### src/rtl/multi_port_request_unit.sv
// Request sequencer between control and the I/D caches for NUM_DPORTS data ports.
// Optional access timeout enabled by defining REQ_TIMEOUT_EN.
module multi_port_request_unit #(
    parameter int unsigned NUM_DPORTS = 2,
    parameter int unsigned TIMEOUT_W  = 8
) (
    input  logic                  CLK,
    input  logic                  RST,
    input  logic                  halt,
    input  logic                  regwr,
    input  logic                  ihit,
    input  logic [NUM_DPORTS-1:0] dren,
    input  logic [NUM_DPORTS-1:0] dwen,
    input  logic [NUM_DPORTS-1:0] dhit,
    output logic                  imemREN,
    output logic [NUM_DPORTS-1:0] dmemREN,
    output logic [NUM_DPORTS-1:0] dmemWEN,
    output logic                  wreq,
    output logic                  pcEN,
    output logic                  busy,
    output logic                  timeout
);

    localparam logic [1:0] StFetch  = 2'd0;
    localparam logic [1:0] StData   = 2'd1;
    localparam logic [1:0] StHalted = 2'd2;

    logic [1:0]            state_q, state_d;
    logic [NUM_DPORTS-1:0] pend_r_q, pend_r_d;
    logic [NUM_DPORTS-1:0] pend_w_q, pend_w_d;
    logic                  regwr_q, regwr_d;
    logic                  halt_q, halt_d;

    logic [NUM_DPORTS-1:0] pend;
    logic [NUM_DPORTS-1:0] act_oh;
    logic                  hit_act;
    logic                  last;
    logic                  inst_start;
    logic                  drop;
    logic                  tmo_inst;
    logic                  tmo_flag;

    // Active port is the lowest pending bit, isolated as a one-hot mask.
    assign pend       = pend_r_q | pend_w_q;
    assign act_oh     = pend & (~pend + 1'b1);
    assign hit_act    = |(dhit & act_oh);
    assign last       = ~|(pend & ~act_oh);
    assign inst_start = (state_q == StFetch) & ihit;

`ifdef REQ_TIMEOUT_EN
    logic [TIMEOUT_W-1:0] cnt_q, cnt_d;
    logic [TIMEOUT_W-1:0] cnt_inc;
    logic                 tmo_q, tmo_d;
    logic                 tmo_inst_q, tmo_inst_d;

    assign cnt_inc  = cnt_q + 1'b1;
    assign drop     = (state_q == StData) & ~hit_act & (&cnt_inc);
    assign tmo_inst = tmo_inst_q;
    assign tmo_flag = tmo_q;

    always_comb begin
        cnt_d      = cnt_q;
        tmo_d      = tmo_q;
        tmo_inst_d = tmo_inst_q;
        if (state_q == StData) begin
            if (hit_act || drop) begin
                cnt_d = '0;
            end else begin
                cnt_d = cnt_inc;
            end
            if (drop) begin
                tmo_d      = 1'b1;
                tmo_inst_d = 1'b1;
            end
        end
        if (inst_start) begin
            tmo_inst_d = 1'b0;
        end
    end

    always_ff @(posedge CLK) begin
        if (RST) begin
            cnt_q      <= '0;
            tmo_q      <= 1'b0;
            tmo_inst_q <= 1'b0;
        end else begin
            cnt_q      <= cnt_d;
            tmo_q      <= tmo_d;
            tmo_inst_q <= tmo_inst_d;
        end
    end
`else
    logic unused_timeout_w;

    assign unused_timeout_w = ^TIMEOUT_W;
    assign drop             = 1'b0;
    assign tmo_inst         = 1'b0;
    assign tmo_flag         = 1'b0;
`endif

    always_comb begin
        state_d  = state_q;
        pend_r_d = pend_r_q;
        pend_w_d = pend_w_q;
        regwr_d  = regwr_q;
        halt_d   = halt_q;
        imemREN  = 1'b0;
        dmemREN  = '0;
        dmemWEN  = '0;
        wreq     = 1'b0;
        pcEN     = 1'b0;
        busy     = 1'b0;
        timeout  = tmo_flag;

        case (state_q)
            StFetch: begin
                imemREN = 1'b1;
                if (ihit) begin
                    // A port asking for both read and write is serviced as a write.
                    pend_w_d = dwen;
                    pend_r_d = dren & ~dwen;
                    regwr_d  = regwr;
                    halt_d   = halt;
                    if (|(dren | dwen)) begin
                        state_d = StData;
                    end else begin
                        pcEN = ~halt;
                        wreq = regwr & ~halt;
                        if (halt) begin
                            state_d = StHalted;
                        end
                    end
                end
            end
            StData: begin
                busy    = 1'b1;
                dmemREN = pend_r_q & act_oh;
                dmemWEN = pend_w_q & act_oh;
                if (hit_act || drop) begin
                    pend_r_d = pend_r_q & ~act_oh;
                    pend_w_d = pend_w_q & ~act_oh;
                    if (last) begin
                        pcEN    = ~halt_q;
                        wreq    = regwr_q & ~halt_q & ~tmo_inst & ~drop;
                        state_d = halt_q ? StHalted : StFetch;
                    end
                end
            end
            StHalted: begin
            end
            default: begin
                state_d = StFetch;
            end
        endcase

        // Outputs stay quiet while reset is asserted, abandoning any access.
        if (RST) begin
            imemREN = 1'b0;
            dmemREN = '0;
            dmemWEN = '0;
            wreq    = 1'b0;
            pcEN    = 1'b0;
            busy    = 1'b0;
            timeout = 1'b0;
        end
    end

    always_ff @(posedge CLK) begin
        if (RST) begin
            state_q  <= StFetch;
            pend_r_q <= '0;
            pend_w_q <= '0;
            regwr_q  <= 1'b0;
            halt_q   <= 1'b0;
        end else begin
            state_q  <= state_d;
            pend_r_q <= pend_r_d;
            pend_w_q <= pend_w_d;
            regwr_q  <= regwr_d;
            halt_q   <= halt_d;
        end
    end

endmodule

### config.mk
export PLATFORM = sky130hd
export DESIGN_NAME = multi_port_request_unit
export DESIGN_NICKNAME = d
export VERILOG_FILES = /design/src/rtl/multi_port_request_unit.sv
export SDC_FILE = /design/constraint.sdc
export NUM_CORES = 1
export LEC_CHECK = 0
export CORE_AREA = 2 2 39 41
export CTS_CLUSTER_DIAMETER = 200
export DETAILED_ROUTE_END_ITERATION = 6
export DIE_AREA = 0 0 41 43
export PLACE_DENSITY = 0.74
export SYNTH_ARGS = -nofsm -noshare
export SYNTH_HDL_FRONTEND = slang
export SYNTH_SLANG_ARGS = --single-unit
### constraint.sdc
create_clock -name CLK -period 2.76 [get_ports CLK]
set_input_delay 0.828 -clock CLK [delete_from_list [all_inputs] [get_ports CLK]]
set_output_delay 0.828 -clock CLK [all_outputs]
set_load 0.03 [all_outputs]
After elaboration in Yosys (flattened, before gate mapping)

Cells that the tools add are included.

Input port bits: 11
Word-level logic and storage cells: 71
Output and inout bits: 9
Register bits after elaboration: 8

Add/subtract/negate cells: 1
Reductions and logical operators: 8
Equality and inequality tests: 6
Bitwise logic cells: 18
Multiplexer cells: 33

Operators with widths:

| kind                | count |
|---|---|
| $mux 2              | 14 |
| $and 2x2->2         | 8 |
| $mux 1              | 14 |
| $pmux 2 s2          | 2 |
| $ne 2x2->1 const B  | 3 |
| $not 2->2           | 3 |
| $pmux 2 s3          | 1 |
| $reduce_or 2->1     | 3 |
| $reduce_and 5->1    | 1 |
| $or 2x2->2          | 2 |
| $pmux 1 s2          | 2 |
| $ne 3x2->1 const B  | 1 |
| $not 1->1           | 3 |
| $reduce_and 3->1    | 1 |
| $add 2x1->2 const B | 1 |
| $and 1x1->1         | 2 |
| $eq 2x1->1 const B  | 1 |
| $eq 2x2->1 const B  | 1 |
| $logic_not 2->1     | 1 |
| $reduce_and 2->1    | 1 |
| $reduce_bool 2->1   | 1 |

Longest topological paths before layout

Gate-level depths: netlist (run 1).

Depth in word-level cells: 11
Mapped depth: 6
Depth with buffers taken out: 4

Worst setup path before layout (run 1)

Ideal clock, no wire load.

Kind: input to output
From: input dwen[0]
To: output wreq
Required time: 1.932 ns
Path buffers: 0
Arrival: 2.355 ns
Slack: -0.423 ns
Stages on the path: 4
Path through: or4_1 nor3_1 a32oi_1 nor3_1

Cells in the longest elaborated chain, start to end: 6

Ends and longest elaborated chain:

| what            | RTL line | source |
|---|---|---|
| start, declared | 13       | `input logic [NUM_DPORTS-1:0] dwen,` |
| $or 2x2->2      | 124      | `if (\|(dren \| dwen)) begin` |
| $reduce_or 2->1 | 124      |  |
| $mux 1          | 124      |  |
| $mux 1          | 118      | `if (ihit) begin` |
| $pmux 1 s2      | 115      | `case (state_q)` |
| $mux 1          | 157      | `if (RST) begin` |
| end, declared   | 18       | `output logic wreq,` |

Every way passes these cells.

Final worst setup path (run 1)

From: input dren[1]
To: output wreq

Cells in the longest elaborated chain, start to end: 6

Ends and longest elaborated chain:

| what            | RTL line | source |
|---|---|---|
| start, declared | 12       | `input logic [NUM_DPORTS-1:0] dren,` |
| $or 2x2->2      | 124      |  |
| $reduce_or 2->1 | 124      |  |
| $mux 1          | 124      |  |
| $mux 1          | 118      |  |
| $pmux 1 s2      | 115      |  |
| $mux 1          | 157      |  |

Every way passes these cells.

==> summary.md, run 1 <==
| Metric | Value |
|---|---|
| Detailed Route WL | 1.42 mm |
| Core region area | 0.00138 mm^2 |
| Largest stage delay on the critical path | 0.55 ns |
| I/O Pins | 20 |
| Layout cell share with drive strength beyond 1 | 37.6% |
| Period utilization | 103% |
| Initial DRC Count | 8 |
| Final Hold Vio Count | 0 |
| CTS buffer count | 3 |
| Mapped Nets | 81 |
| CP top delay family | simple AND/OR/NAND/NOR gates |
| Crit path kind | primary input to output pin |
| CP endpoint kind | output pin |
| Clock slew at reported path FFs | 0.06 ns |
| Bufs and invs on worst path | 2 |
| FF+latch count, synth | 8 |
| Vias in the first global route | 542 |
| Post-synthesis sequential area ratio | 30.5% |
| RSZ-0062 raised after global routing | yes |
| Met2 routed WL | 717 um |
| Leak Pwr | 0.372 nW |
| Synth Cell Area | 524 um^2 |
| Final worst slack | -0.0723 ns |
| Total gr overflow | 0 |
| Final setup violation count | 2 |
| GPL Wtd Cong | 0.802 |
| Post-place setup slack | -0.587 ns |
| Full die area | 0.00176 mm^2 |
| YS warnings | 0 |
| Row count | 14 |
| Routed wire per std cell | 13.0 um |
| DRT antenna net count | 0 |
| MaxCap Viol Count | 0 |
| Fin crit period | 2.83 ns |
| Chip Height | 43 um |
| CTS Hold Bufs | 0 |
| Hold Path Class | flip-flop to flip-flop |
| Met1 WL | 602 um |
| Finished Core Util | 57.9% |
| Setup crit start kind | primary input |
| First-pass GRT wire length | 2.29 mm |
| # diodes | 0 |
| Fin nets | 106 |
| Vias | 592 |
| DP HPWL | 1.02 mm |
| CTS tree | built |
| DRC errors left | 0 |
| Top sig layer | met4 |
| Clk_lat worst skew | 0.25 ns |
| Initial antenna violation count | 0 |
| Power per Cell Area | 388 mW/mm^2 |
| Drt pass-1 iters | 4 |
| Area delta synth->final | 52.7% |
| Mean post-synth cell area | 7.49 um^2 |
| Critical Path Slowest Stage Cell | or4_4 |
| Synth cell types | 28 |
| Hold Worst Slack | 0.519 ns |
| Post-Route Setup TNS | -0.137 ns |
| Status | complete, but fails checks |
| Fillers | 139 |
| Crit path cell chain | buf_6 > or4_4 > nor3_4 > a32oi_2 > nor3_4 > buf_6 |
| Worst endpoint data arrival time | 2.00 ns |
| Clk buf depth | 2 |
| Via density | 5.43 |
| Clk_skew | 0.00350 ns |
| Die width | 41 um |
| GRT Overall Usage | 19.3% |
| CP Data Required Time | 1.93 ns |
| CP Max Fanout | 3 |
| Overall power | 0.311 mW |
| Port Buffers | 18 |
| Largest net degree at the start of global routing | 17 |
| Starting Density | 37.9% |
| Max IR drop VDD | 232 uV |
| Failing checks | setup timing |
| Met3 WL post-DR | 91 um |
| Sink Count | 8 |
| Max Freq | 353 MHz |
| CTS H-tree lvls | 1 |
| Post-Syn Instances | 70 |
| Root buf cell | clkbuf_4 |
| Max-slew violation count | 0 |
-- repair_timing --
item,4_1_cts,5_1_grt
buffers inserted,1,0
pin swaps,5,0
resized for setup,32,2
endpoints found under the setup margin,2,2
-- worst register-to-register path, stage by stage (launching register included) --
cell and delay [ns]:
dfxtp_1 0.45, or3b_4 0.46, buf_4 0.17, or3b_1 0.35, a21oi_1 0.12
-- synth_stat cells, drive strengths merged --
cell type | n | area (um^2)
o22ai | 1 | 6.26
or4 | 1 | 7.51
nand2b | 3 | 18.8
a21oi | 8 | 40.0
nor2 | 12 | 45.0
o21bai | 1 | 7.51
buf | 2 | 15.0
a32oi | 1 | 8.76
a21o | 2 | 15.0
nand2 | 1 | 3.75
nor2b | 1 | 6.26
or3b | 4 | 35.0
clkbuf | 4 | 16.3
inv | 1 | 3.75
o21ai | 1 | 5.00
mux2i | 2 | 20.0
conb | 1 | 3.75
a2bb2oi | 1 | 8.76
nor3 | 4 | 20.0
a2111oi | 1 | 8.76
nand4b | 1 | 8.76
a31oi | 2 | 12.5
nand3b | 2 | 15.0
and3 | 4 | 25.0
and2b | 1 | 7.51
dfxtp | 8 | 160
-- per-stage QoR --
step	std cells	cell area (um^2)
finish	109	801
global route	109	801
CTS	109	812
detailed placement	105	777
global placement	105	777
floorplan	70	576
-- area by class of cell --
type | instances | area (um^2) | share of cell area, %
Timing Repair Buffer | 26 | 199 | 24.8
Sequential cell | 8 | 160 | 20.0
Inverter | 1 | 3.75 | 0.469
Multi-Input combinational cell | 55 | 395 | 49.4
Clock buffer | 3 | 22.5 | 2.81
Tap cell | 16 | 20.0 | 2.50
-- cells in the final DEF (no fill, tap or decap), types with 4 or more instances in the layout --
cell type	Yosys	final
dfxtp_1	8	8
buf_4	2	14
a21oi_1	8	8
and3_1	4	4
nor2_1	12	12
buf_2	0	5
-- cells by family after synthesis --
group                  share of synthesized area, %
AO/OA/AOI/OAI                                  21.5
buffers and inverters                          6.68
flip-flops                                     30.5
multiplexers                                   3.82
other                                         0.715
AND/OR/NAND/NOR                                36.8
-- flip-flops by register name, indices dropped and copies added, names as in the netlist --
register	count
state_q	2
halt_q	1
regwr_q	1
pend_r_q	2
pend_w_q	2
-- per-layer routing --
| layer | track usage [%] | up-vias |
|---|---|---|
| met4 | 12.0 | 0 |
| met5 | 0 | - |
| met2 | 30.3 | 19 |
| li1 | - | 297 |
| met1 | 23.0 | 274 |
| met3 | 3.14 | 2 |
-- report_power, final --
part | switching (mW) | total (mW) | internal (mW)
registers | 0.0105 | 0.133 | 0.122
clock network | 0.0405 | 0.0903 | 0.0498
logic | 0.0435 | 0.0881 | 0.0447
total | 0.0944 | 0.311 | 0.217
-- final timing paths --
kind                                   from     endpoint  slack (ns)  depth (start not counted)
worst max register to register   state_q[0]  pend_r_q[1]        1.16                          4
worst max-delay path                dren[1]         wreq       -0.07                          6
worst min register to register  pend_r_q[1]  pend_r_q[1]        0.52                          2
worst min-delay path            pend_r_q[1]  pend_r_q[1]        0.52                          2
Power figures use the tool's default switching activity.
==> run 2: changes to the inputs <==
--- a/config.mk
+++ b/config.mk
@@ -9,6 +9,7 @@
 export CTS_CLUSTER_DIAMETER = 200
 export DETAILED_ROUTE_END_ITERATION = 6
 export DIE_AREA = 0 0 41 43
+export MAX_ROUTING_LAYER = met4
 export PLACE_DENSITY = 0.74
 export SYNTH_ARGS = -nofsm -noshare
 export SYNTH_HDL_FRONTEND = slang
==> summary.md, run 2 (synthesis results as in run 1) <==
| Metric | Value |
|---|---|
| Vias | 592 (unchanged) |
| Largest registers | pend_r_q: 2 flops, pend_w_q: 2 flops, state_q: 2 flops (unchanged) |
| Initial DRC Count | 8 (unchanged) |
| Worst reg2reg startpoint | state_q[0] (unchanged) |
| Max IR drop VDD | 232 uV (unchanged) |
| Clock slew at reported path FFs | 0.06 ns (about the same) |
| Failing checks | setup timing (unchanged) |
| Chip Height | 43 um (unchanged) |
| Final worst slack | -0.0723 ns (unchanged) |
| Worst R2R Path Depth | 4 (unchanged) |
| DP HPWL | 1.02 mm (unchanged) |
| Max-slew violation count | 0 (unchanged) |
| Finished Core Util | 57.9% (unchanged) |
| Worst R2R End | pend_r_q[1] (unchanged) |
| Crit path from | dren[1] (unchanged) |
| Power per Cell Area | 388 mW/mm^2 (about the same) |
| MaxCap Viol Count | 0 (unchanged) |
| Port Buffers | 18 (unchanged) |
| Setup crit start kind | primary input (unchanged) |
| CTS tree | built (unchanged) |
| Clk buf depth | 2 (unchanged) |
| Hold Worst Slack | 0.519 ns (unchanged) |
| Hold Path Class | flip-flop to flip-flop (unchanged) |
| Sink Count | 8 (unchanged) |
| Period utilization | 103% (unchanged) |
| GPL Wtd Cong | 0.813 (was 0.802) |
| Root buf cell | clkbuf_4 (unchanged) |
| Worst endpoint data arrival time | 2.00 ns (about the same) |
| Row count | 14 (unchanged) |
| GRT Overall Usage | 19.8% (was 19.3%) |
| CP Max Fanout | 3 (unchanged) |
| Starting Density | 37.9% (unchanged) |
| Clk_skew | 0.00355 ns (was 0.00350 ns) |
| Detailed Route WL | 1.42 mm (unchanged) |
| # diodes | 0 (unchanged) |
| Core region area | 0.00138 mm^2 (unchanged) |
| First-pass GRT wire length | 2.29 mm (unchanged) |
| Overall power | 0.311 mW (about the same) |
| Full die area | 0.00176 mm^2 (unchanged) |
| CTS Hold Bufs | 0 (unchanged) |
| DRT antenna net count | 0 (unchanged) |
| Final setup violation count | 2 (unchanged) |
| Vias in the first global route | 541 (was 542) |
| Initial antenna violation count | 0 (unchanged) |
| CTS buffer count | 3 (unchanged) |
| Via density | 5.43 (unchanged) |
| Die width | 41 um (unchanged) |
| Clk_lat worst skew | 0.25 ns (about the same) |
| Drt pass-1 iters | 4 (unchanged) |
| Largest net degree at the start of global routing | 17 (unchanged) |
| Final Hold Vio Count | 0 (unchanged) |
| CP endpoint | wreq (unchanged) |
| CTS H-tree lvls | 1 (unchanged) |
| Fin crit period | 2.83 ns (unchanged) |
| Most frequent cells in the layout | buf_4, nor2_1, a21oi_1, dfxtp_1, buf_2 (unchanged) |
| CP Data Required Time | 1.93 ns (about the same) |
| Crit path kind | primary input to output pin (unchanged) |
| CP endpoint kind | output pin (unchanged) |
| Area delta synth->final | 52.7% (unchanged) |
| Reg2reg setup slack | 1.16 ns (about the same) |
| Routed wire per std cell | 13.0 um (unchanged) |
| Status | complete, but fails checks (unchanged) |
| Fillers | 139 (unchanged) |
| Fin nets | 106 (unchanged) |
| I/O Pins | 20 (unchanged) |
| Most common cell after layout, fill and taps aside | buf_4 (unchanged) |
| Leak Pwr | 0.372 nW (unchanged) |
| DRC errors left | 0 (unchanged) |
| Layout cell share with drive strength beyond 1 | 37.6% (unchanged) |
| Total gr overflow | 0 (unchanged) |
| Max Freq | 353 MHz (unchanged) |
| RSZ-0062 raised after global routing | yes (unchanged) |
| Post-Route Setup TNS | -0.137 ns (unchanged) |
-- run 2: cell counts in the layout (fill, tap and decap cells not counted) --
No cell type changed its count.
-- run 2: worst min-delay path by stage --
stage                startpoint          end  slack [ns]  cells past startpoint
floorplan           pend_r_q[1]  pend_r_q[1]        0.47                      2
detailed placement  pend_r_q[1]  pend_r_q[1]        0.51                      2
global route        pend_r_q[1]  pend_r_q[1]        0.55                      2
CTS                 pend_r_q[1]  pend_r_q[1]        0.52                      2
global placement    pend_r_q[1]  pend_r_q[1]        0.50                      2
finish              pend_r_q[1]  pend_r_q[1]        0.52                      2
-- run 2: final cells by class --
class                      instances  area, um^2  area share, %
multi-input combinational         55         395           49.4
timing repair buffer              26         199           24.8
sequential                         8         160           20.0
clock buffer                       3        22.5           2.81
tap                               16        20.0           2.50
inverter                           1        3.75          0.469
-- run 2: worst max-delay path, cell delays in order --
cell,delay [ns]
buf_6,0.09
or4_4,0.55
nor3_4,0.15
a32oi_2,0.09
nor3_4,0.14
buf_6,0.15
-- run 2: per-stage QoR --
step	cell area [um^2]	setup WS, ns	std cells
after global placement	777	-0.572	105
after CTS	812	-0.0775	109
after global routing	801	-0.111	109
after floorplan	576	-0.0755	70
final	801	-0.0723	109
after detailed placement	777	-0.587	105
-- run 2: power by group --
group	internal, mW	leakage [nW]	switching (mW)
registers	0.122	0.0655	0.0105
clock network	0.0498	0.0138	0.0404
logic	0.0447	0.293	0.0435
total	0.217	0.372	0.0944
-- run 2: what timing repair did --
item	CTS	global route
buffers inserted	1	0
gates resized for setup	32	2
pin swaps	5	0
setup endpoints to repair	2	2
-- run 2: metal layers --
metal	track usage, %	wire length [um]	vias to the layer above	part of all wire (%)
met5	-	0	-	0
met4	12.0	8	0	0.56
met3	3.14	91	2	6.4
met2	30.3	717	19	51
met1	23.0	602	274	42
li1	-	-	297	-
